[config.mk]
export PLATFORM = sky130hd
export DESIGN_NAME = instr_fetch_queue_flat
export DESIGN_NICKNAME = d
export VERILOG_FILES = /design/src/rtl/instr_fetch_queue_if.sv /design/src/rtl/instr_fetch_queue.sv /design/src/flat_wrapper.sv
export SDC_FILE = /design/constraint.sdc
export NUM_CORES = 1
export LEC_CHECK = 0
export CORE_ASPECT_RATIO = 1.4
export CORE_MARGIN = 4
export CORE_UTILIZATION = 35
export CTS_CLUSTER_SIZE = 12
export DETAILED_ROUTE_END_ITERATION = 16
export GPL_TIMING_DRIVEN = 0
export PLACE_DENSITY = 0.67
export SLEW_MARGIN = 20
export SYNTH_ARGS = -nofsm -noshare
export SYNTH_HDL_FRONTEND = slang
export SYNTH_SLANG_ARGS = --single-unit
[constraint.sdc]
create_clock -name clk -period 3.5 [get_ports clk]
set_input_delay 0.7 -clock clk [delete_from_list [all_inputs] [get_ports clk]]
set_output_delay 0.7 -clock clk [all_outputs]
set_load 0.05 [all_outputs]
[src/rtl/instr_fetch_queue_if.sv]
// -----------------------------------------------------------------------------
// instr_fetch_queue_if
//
// Handshake bundle between the fetch stage, the instruction fetch queue and
// the decode stage.
//
//   in_valid    fetch -> queue   fetch offers an entry this cycle
//   in_ready    queue -> fetch   queue accepts an entry this cycle
//   in_instr    fetch -> queue   instruction word from the instruction ROM
//   in_pcplus4  fetch -> queue   PC+4 of that instruction
//   out_valid   queue -> decode  head entry present
//   out_ready   decode -> queue  decode consumes the head entry this cycle
//   out_instr   queue -> decode  head instruction word (0 when empty)
//   out_pcplus8 queue -> decode  head PC+4 plus 4 (0 when empty)
//
// Modports:
//   master  the fetch/decode environment around the queue
//   slave   the queue itself
// -----------------------------------------------------------------------------
interface instr_fetch_queue_if #(
  parameter int DATA_WIDTH = 32
);

  logic                  in_valid;
  logic                  in_ready;
  logic [DATA_WIDTH-1:0] in_instr;
  logic [DATA_WIDTH-1:0] in_pcplus4;

  logic                  out_valid;
  logic                  out_ready;
  logic [DATA_WIDTH-1:0] out_instr;
  logic [DATA_WIDTH-1:0] out_pcplus8;

  modport master (
    output in_valid,
    input  in_ready,
    output in_instr,
    output in_pcplus4,
    input  out_valid,
    output out_ready,
    input  out_instr,
    input  out_pcplus8
  );

  modport slave (
    input  in_valid,
    output in_ready,
    input  in_instr,
    input  in_pcplus4,
    output out_valid,
    input  out_ready,
    output out_instr,
    output out_pcplus8
  );

endinterface : instr_fetch_queue_if

[src/rtl/instr_fetch_queue.sv]
// -----------------------------------------------------------------------------
// instr_fetch_queue
//
// Circular-buffer queue of fetched instructions between the fetch stage and
// the decode stage. Each entry holds {instr, pcplus4}. Decode pulls entries
// through a valid/ready handshake and receives PC+8 (head PC+4 plus 4) for
// R15 reads. A taken branch (flush) discards every buffered entry.
//
// Parameters:
//   DATA_WIDTH  width of instruction word and PC values
//   DEPTH       number of entries; must be a power of 2 and >= 2
//
// Ports:
//   clk    rising-edge clock
//   reset  asynchronous, active-low reset (asserted at 0)
//   flush  synchronous flush from PCSrc; highest-priority synchronous event
//   bus    handshake bundle (slave side), see instr_fetch_queue_if
//   count  number of valid entries, 0..DEPTH
// -----------------------------------------------------------------------------
module instr_fetch_queue #(
  parameter int DATA_WIDTH = 32,
  parameter int DEPTH      = 4
) (
  input  logic                    clk,
  input  logic                    reset,
  input  logic                    flush,
  instr_fetch_queue_if.slave      bus,
  output logic [$clog2(DEPTH):0]  count
);

  localparam int AW = $clog2(DEPTH);
  localparam int CW = AW + 1;

  localparam logic [CW-1:0]         FULL_COUNT = CW'(DEPTH);
  localparam logic [DATA_WIDTH-1:0] PC_STEP    = DATA_WIDTH'(4);

  typedef struct packed {
    logic [DATA_WIDTH-1:0] instr;
    logic [DATA_WIDTH-1:0] pcplus4;
  } entry_t;

  entry_t          mem [DEPTH];
  logic [AW-1:0]   wr_ptr;
  logic [AW-1:0]   rd_ptr;
  logic [CW-1:0]   count_q;
  logic [CW-1:0]   count_d;

  logic            not_empty;
  logic            not_full;
  logic            push;
  logic            pop;
  entry_t          head;

  // Handshake flags depend only on the count register, so there is no
  // combinational path from in_valid to in_ready or from out_ready to
  // out_valid. A full queue therefore refuses a push even while popping.
  assign not_empty = (count_q != '0);
  assign not_full  = (count_q < FULL_COUNT);

  // Flush cancels any transfer offered in the same cycle.
  assign push = bus.in_valid  && not_full  && !flush;
  assign pop  = bus.out_ready && not_empty && !flush;

  // ---------------------------------------------------------------------------
  // Storage
  // ---------------------------------------------------------------------------
  // NOTE: the entry array deliberately has no reset; the count gates every
  // read, so stale contents are never observed and the array can map onto
  // plain flops or a RAM without a reset network.
  always_ff @(posedge clk) begin
    if (push) begin
      mem[wr_ptr] <= '{instr: bus.in_instr, pcplus4: bus.in_pcplus4};
    end
  end

  // ---------------------------------------------------------------------------
  // Occupancy
  // ---------------------------------------------------------------------------
  // NOTE: every combinational block assigns its outputs a default first so no
  // path leaves a signal unassigned, which would otherwise infer a latch.
  always_comb begin
    count_d = count_q;
    unique case ({push, pop})
      2'b10:   count_d = count_q + CW'(1);
      2'b01:   count_d = count_q - CW'(1);
      default: count_d = count_q;   // idle, or push and pop cancel out
    endcase
  end

  // Pointers are AW bits wide and DEPTH is a power of two, so the natural
  // binary rollover implements the DEPTH-1 -> 0 wrap.
  // NOTE: sequential state uses non-blocking assignments so every register
  // samples pre-edge values, independent of statement order.
  always_ff @(posedge clk or negedge reset) begin
    if (!reset) begin
      wr_ptr  <= '0;
      rd_ptr  <= '0;
      count_q <= '0;
    end else if (flush) begin
      wr_ptr  <= '0;
      rd_ptr  <= '0;
      count_q <= '0;
    end else begin
      if (push) wr_ptr <= wr_ptr + AW'(1);
      if (pop)  rd_ptr <= rd_ptr + AW'(1);
      count_q <= count_d;
    end
  end

  // ---------------------------------------------------------------------------
  // Outputs
  // ---------------------------------------------------------------------------
  assign head = mem[rd_ptr];

  assign count         = count_q;
  assign bus.in_ready  = not_full;
  assign bus.out_valid = not_empty;

  // Head data is forced to zero while empty. The PC+8 sum is truncated to
  // DATA_WIDTH, so a stored PC+4 of all-ones-minus-3 wraps to zero.
  assign bus.out_instr   = not_empty ? head.instr             : '0;
  assign bus.out_pcplus8 = not_empty ? head.pcplus4 + PC_STEP : '0;

endmodule : instr_fetch_queue

[src/flat_wrapper.sv]
// flat-port wrapper written by rule: the top's interface ports become plain ports
module instr_fetch_queue_flat 
#(
  parameter int DATA_WIDTH = 32,
  parameter int DEPTH      = 4
)
  (clk, reset, flush, count, bus_in_valid, bus_in_ready, bus_in_instr, bus_in_pcplus4, bus_out_valid, bus_out_ready, bus_out_instr, bus_out_pcplus8);
  instr_fetch_queue_if #(.DATA_WIDTH(DATA_WIDTH)) bus_i ();
  input  logic clk;
  input  logic reset;
  input  logic flush;
  output logic [$clog2(DEPTH):0] count;
  input wire logic [$bits(bus_i.in_valid)-1:0] bus_in_valid;
  output wire logic [$bits(bus_i.in_ready)-1:0] bus_in_ready;
  input wire logic [$bits(bus_i.in_instr)-1:0] bus_in_instr;
  input wire logic [$bits(bus_i.in_pcplus4)-1:0] bus_in_pcplus4;
  output wire logic [$bits(bus_i.out_valid)-1:0] bus_out_valid;
  input wire logic [$bits(bus_i.out_ready)-1:0] bus_out_ready;
  output wire logic [$bits(bus_i.out_instr)-1:0] bus_out_instr;
  output wire logic [$bits(bus_i.out_pcplus8)-1:0] bus_out_pcplus8;
  assign bus_i.in_valid = bus_in_valid;
  assign bus_in_ready = bus_i.in_ready;
  assign bus_i.in_instr = bus_in_instr;
  assign bus_i.in_pcplus4 = bus_in_pcplus4;
  assign bus_out_valid = bus_i.out_valid;
  assign bus_i.out_ready = bus_out_ready;
  assign bus_out_instr = bus_i.out_instr;
  assign bus_out_pcplus8 = bus_i.out_pcplus8;
  instr_fetch_queue #(.DATA_WIDTH(DATA_WIDTH), .DEPTH(DEPTH)) u_core (.clk(clk), .reset(reset), .flush(flush), .bus(bus_i), .count(count));
endmodule
# After elaboration in Yosys (flattened, before gate mapping)
# Memories as Yosys holds them, arrays and structs flattened.
# Cells that the tools add are included.
# totals
reg_bits,7
ram_bits,256
in_bits,69
output_inout_bits,69
word_cells,31
n_memories,1
# mem_list
name,depth,width,rd,rd_ports_with_merged_regs,write_ports,line_no,rtl
u_core.mem,4,64,1,0,1,instr_fetch_queue.sv:42,entry_t mem [DEPTH];
# classes
add_sub_neg,5
n_lt_le_gt_ge,1
eq_ne,2
n_mux,10
reduce_logical,9
# ops
cell,count
$mux W32,2
$add A32 B3 Y32 const B,1
$mux W2,4
$pmux W3 S2,1
$reduce_bool A3 Y1,2
$add A2 B1 Y2 const B,2
$logic_and A1 B1 Y1,4
$reduce_bool A2 Y1,2
$add A3 B1 Y3 const B,1
$lt A3 B3 Y1 const B,1
$mux W3,1
$sub A3 B1 Y3 const B,1
$eq A2 B1 Y1 const B,1
$eq A2 B2 Y1 const B,1
$mux W1,2
$logic_not A1 Y1,1

# Logic depth before layout (Yosys ltp)
# depth
word_depth,6
ltp_mapped,9

# Least setup slack after synthesis
# OpenSTA, ideal clock, no wires.
# synth_timing
path_kind,flip-flop to output port
startpoint,register u_core.rd_ptr[0]
endpoint,output bus_out_pcplus8[28]
arrival_ps,2999
t_required_ps,2800
path_slack_ps,-199
stages_incl_launch_ff,10
path_buffers,3
path_cell_list,dfrtp_1 -> buf_6 -> mux4_1 -> ha_1 -> and4_1 -> clkbuf_1 -> nand3_1 -> clkbuf_1 -> or4_1 -> a21oi_1
# synth_via
elab_chain_len,3
# synth_rtl
element,line_no,rtl
start: declaration,instr_fetch_queue.sv:44,logic [AW-1:0] rd_ptr;
start signal: assignment,instr_fetch_queue.sv:105,if (pop) rd_ptr <= rd_ptr + AW'(1);
$mem_v2 Z4 W64,-,
$add A32 B3 Y32,instr_fetch_queue.sv:122,assign bus.out_pcplus8 = not_empty ? head.pcplus4 + PC_STEP : '0;
$mux W32,instr_fetch_queue.sv:122,
end: declaration,flat_wrapper.sv:20,output wire logic [$bits(bus_i.out_pcplus8)-1:0] bus_out_pcplus8;
# Every way passes these cells.

# Worst setup path in the final report
# Ends and elaborated chain as after synthesis.

==> impl_metrics.yaml <==
yosys:
  synth.area.top_cells: "edfxtp_1 72%, mux4_2 12%, and2_1 2.4%, mux4_1 2.0%, dfrtp_1 1.6%"
  yosysSeqAreaShare_pct: 73.5
  synth-simple-area-share_pct: 7.27
  synth-main-ff-cell: "edfxtp_1"
  syn_inst: 551
  synth_edf_count: 256
  synthMuxAreaShare_pct: 13.9
  synth_area_mm2: 0.0107
  yosys.area_share.adder_pct: 0.771
  yosys.area.top_type_share_pct: 71.8
  ys_seq_elements: 263
  synth_compound_area_share_pct: 1.73
  synthXorXnorAreaFrac_pct: 1.31
  syn_nets: 626
  ys_types: 37
  yosysWarnings: 0
  synth_area_per_cell_um2: 19.4
  ys_async_sr_fraction_pct: 2.66
  synth_top_family_by_area: "multiplexers"
  yosysTopAreaCell: "edfxtp_1"
power:
  irDropWorstVdd_v: 0.000622
  p_switching_mw: 4.30
  combPwrFrac_pct: 45.1
  p_leak_nw: 4.74
  seqPwrFrac_pct: 31.5
  p_int_mw: 7.46
  p_clk_share_pct: 23.4
  powerDensity_mw_per_mm2: 818
  swShare_pct: 36.6
status:
  violations: "negative setup slack"
  outcome: "finished, violations left"
setup_path:
  crit_type: "register to primary output"
  crit_fanout: 6
  required_ns: 2.80
  crit_buf_inv: 3
  cp-start-kind: "register"
  slowest_delay_ns: 0.54
  cp_cell_sequence: "buf_12 > mux4_2 > ha_4 > and4_4 > nand3_4 > buf_8 > or4_4 > a21oi_4 > buf_6"
  worst_setup_path_end_kind: "primary output"
  cp.arrival_ns: 3.13
  slowest_stage: "or4_4"
  cp_top_family: "simple AND/OR/NAND/NOR gates"
sta:
  setup_viol: 14
  slew_viol_final: 0
  final-hold-violation-count: 0
  fin_tns_setup_ns: -3.54
  clock_skew_ns: 0.00876
  fmax_mhz: 261
  relSlewSlack_pct: 62.0
  setup_ws_ns: -0.329
  layout_min_cycle_time_ns: 3.83
  fin_crit_sh_pct: 109
  tightest_slew_ns: 0.570
  rsz0062_at_grt: "true"
floorplanning:
  die_h_um: 215
  die-width_um: 156
  start_util_pct: 35.5
  num_io_pins: 138
  rows: 75
  dieArea_mm2: 0.0335
  core_mm2: 0.0301
detailed_routing:
  route.detailed.drc: 0
  drt_iter0_markers: 350
  dr.pass1.iters: 4
  vias_per_cell: 5.10
  routed_wl_mm: 24.2
  postRouteAntennaNets: 0
  wl_per_cell_um: 20.9
  dr_total_vias: 5902
cts:
  clkLatencyLatePin_ns: 0.52
  cts_tree: "done"
  cts_htree_levels: 1
  cts_sinks: 263
  holdBufCountCts: 0
  clk_path_buf_depth: 3
  cts_buffers: 27
  cts-root-buf: "clkbuf_16"
  clk_pin_slew_ns: 0.06
flow_run:
  max_cap_viol_count: 0
place:
  dp.final_hpwl_mm: 15.1
  gp_congestion: 0.729
  port_buffers: 136
layout:
  area_growth_pct: 34.3
  nNetsFinal: 835
  n_fill_cell: 2494
  layout-drive-gt1-share_pct: 39.4
  num_antenna_cells: 0
  post-route-util_pct: 47.7
global_route:
  antenna_found_initial: 1
  grt_pass1_vias: 6236
  grt-ovfl-total: 0
  grt.total_usage_pct: 14.0
  grt_pass1_wl_mm: 36.5
  grt_max_degree: 37
min_path:
  hold_class: "input pin to asynchronous set/reset pin"
-- registers in the layout (all words and copies together), names as in the netlist --
register       flops
u_core.mem       256
u_core.wr_ptr      2
u_core.count       3
u_core.rd_ptr      2
-- placed cells by master, fill, tap and decap left out, types with 6 or more instances in the layout --
cell type,n
nor2_1,22
dfrtp_1,6
a21oi_4,6
buf_12,11
and2_1,11
clkbuf_2,11
nand3_1,6
nand2_1,13
buf_4,35
clkbuf_16,33
or4_4,8
buf_2,8
xnor2_1,7
edfxtp_1,256
clkbuf_1,12
xor2_1,9
and2_4,30
clkdlybuf4s50_1,72
inv_1,6
mux4_2,64
buf_6,52
nand4_1,7
-- path summary, 6_finish.rpt --
path	from	endpoint	slack, ns	cells past startpoint
setup / recovery	u_core.rd_ptr[0]	bus_out_pcplus8[28]	-0.33	9
hold / removal	reset	u_core.count[0]	0.44	1
setup reg to reg	u_core.count[2]	u_core.mem[0][35]	1.13	5
hold reg to reg	u_core.wr_ptr[0]	u_core.wr_ptr[0]	0.61	2
max in group asynchronous	reset	u_core.rd_ptr[0]	2.80	1
min in group clk	flush	u_core.count[1]	0.54	2
-- power by group through the flow --
stage                     clock, mW  sequential, mW  combinational, mW
final                          2.75            3.70               5.30
after global placement            0            3.77               4.47
after global routing           2.97            3.72               5.59
after detailed placement          0            3.76               4.49
after floorplan                   0            3.79               2.99
after CTS                      2.84            3.70               4.57
-- worst register-to-register path: cells and delay by family (launching register included) --
family                 cells  cell delay, ns
and+or+nand+nor            3            1.01
DFF                        1            0.45
buffers and inverters      2            0.56
-- area by class of cell --
type | count | area, um^2 | share of cell area [%]
Multi-Input combinational cell | 253 | 2990 | 20.8
Clock buffer | 37 | 733 | 5.10
Timing Repair Buffer | 184 | 1910 | 13.3
Sequential cell | 263 | 7860 | 54.7
Inverter | 6 | 22.5 | 0.157
Tap cell | 385 | 482 | 3.35
Clock inverter | 4 | 98.8 | 0.688
Buffer | 25 | 275 | 1.92
-- cell usage after synthesis (all sizes together), types with 2 or more instances --
cell	instances
dfrtp	7
nand4	8
and2	41
mux2i	2
nor3	5
buf	13
and3	3
nand2	16
or4	10
nor2b	3
a21oi	15
nand3	9
xor2	9
nor4	3
o21ai	7
inv	6
o31ai	8
mux4	64
or3	3
clkbuf	16
ha	5
nor2	22
edfxtp	256
xnor2	7
and4	6
-- cells by family after synthesis --
family                   Yosys count
adder cells (fa/ha/maj)            6
flip-flops                       263
AO/OA/AOI/OAI                     32
AND/OR/NAND/NOR                  133
XOR/XNOR                          16
multiplexers                      66
buffers and inverters             35
-- stage by stage --
step,instance area [um^2],std cells,power (mW),setup slack [ns],hold WS (ns)
global route,14400,1157,12.3,-0.416,0.443
finish,14400,1157,11.8,-0.329,0.439
floorplan,10700,551,6.78,0.0804,0.404
global placement,12600,1072,8.23,-1.72,0.594
CTS,13700,1133,11.1,-0.402,0.424
detailed placement,12700,1076,8.25,-1.26,0.598
-- timing repair --
item	4_1_cts	5_1_grt
pin swaps	12	21
buffers inserted	19	19
gates cloned	0	6
setup endpoints to repair	65	59
gates resized for setup	378	185
-- routing by layer --
metal | wire (um) | up-vias | GRT usage [%]
met1 | 9160 | 3050 | 16.7
met3 | 1470 | 39 | 3.10
met4 | 469 | 2 | 3.59
met2 | 13100 | 161 | 25.4
met5 | 8 | - | 0
li1 | - | 2650 | -
No activity file was read; power rests on OpenSTA's default activity.
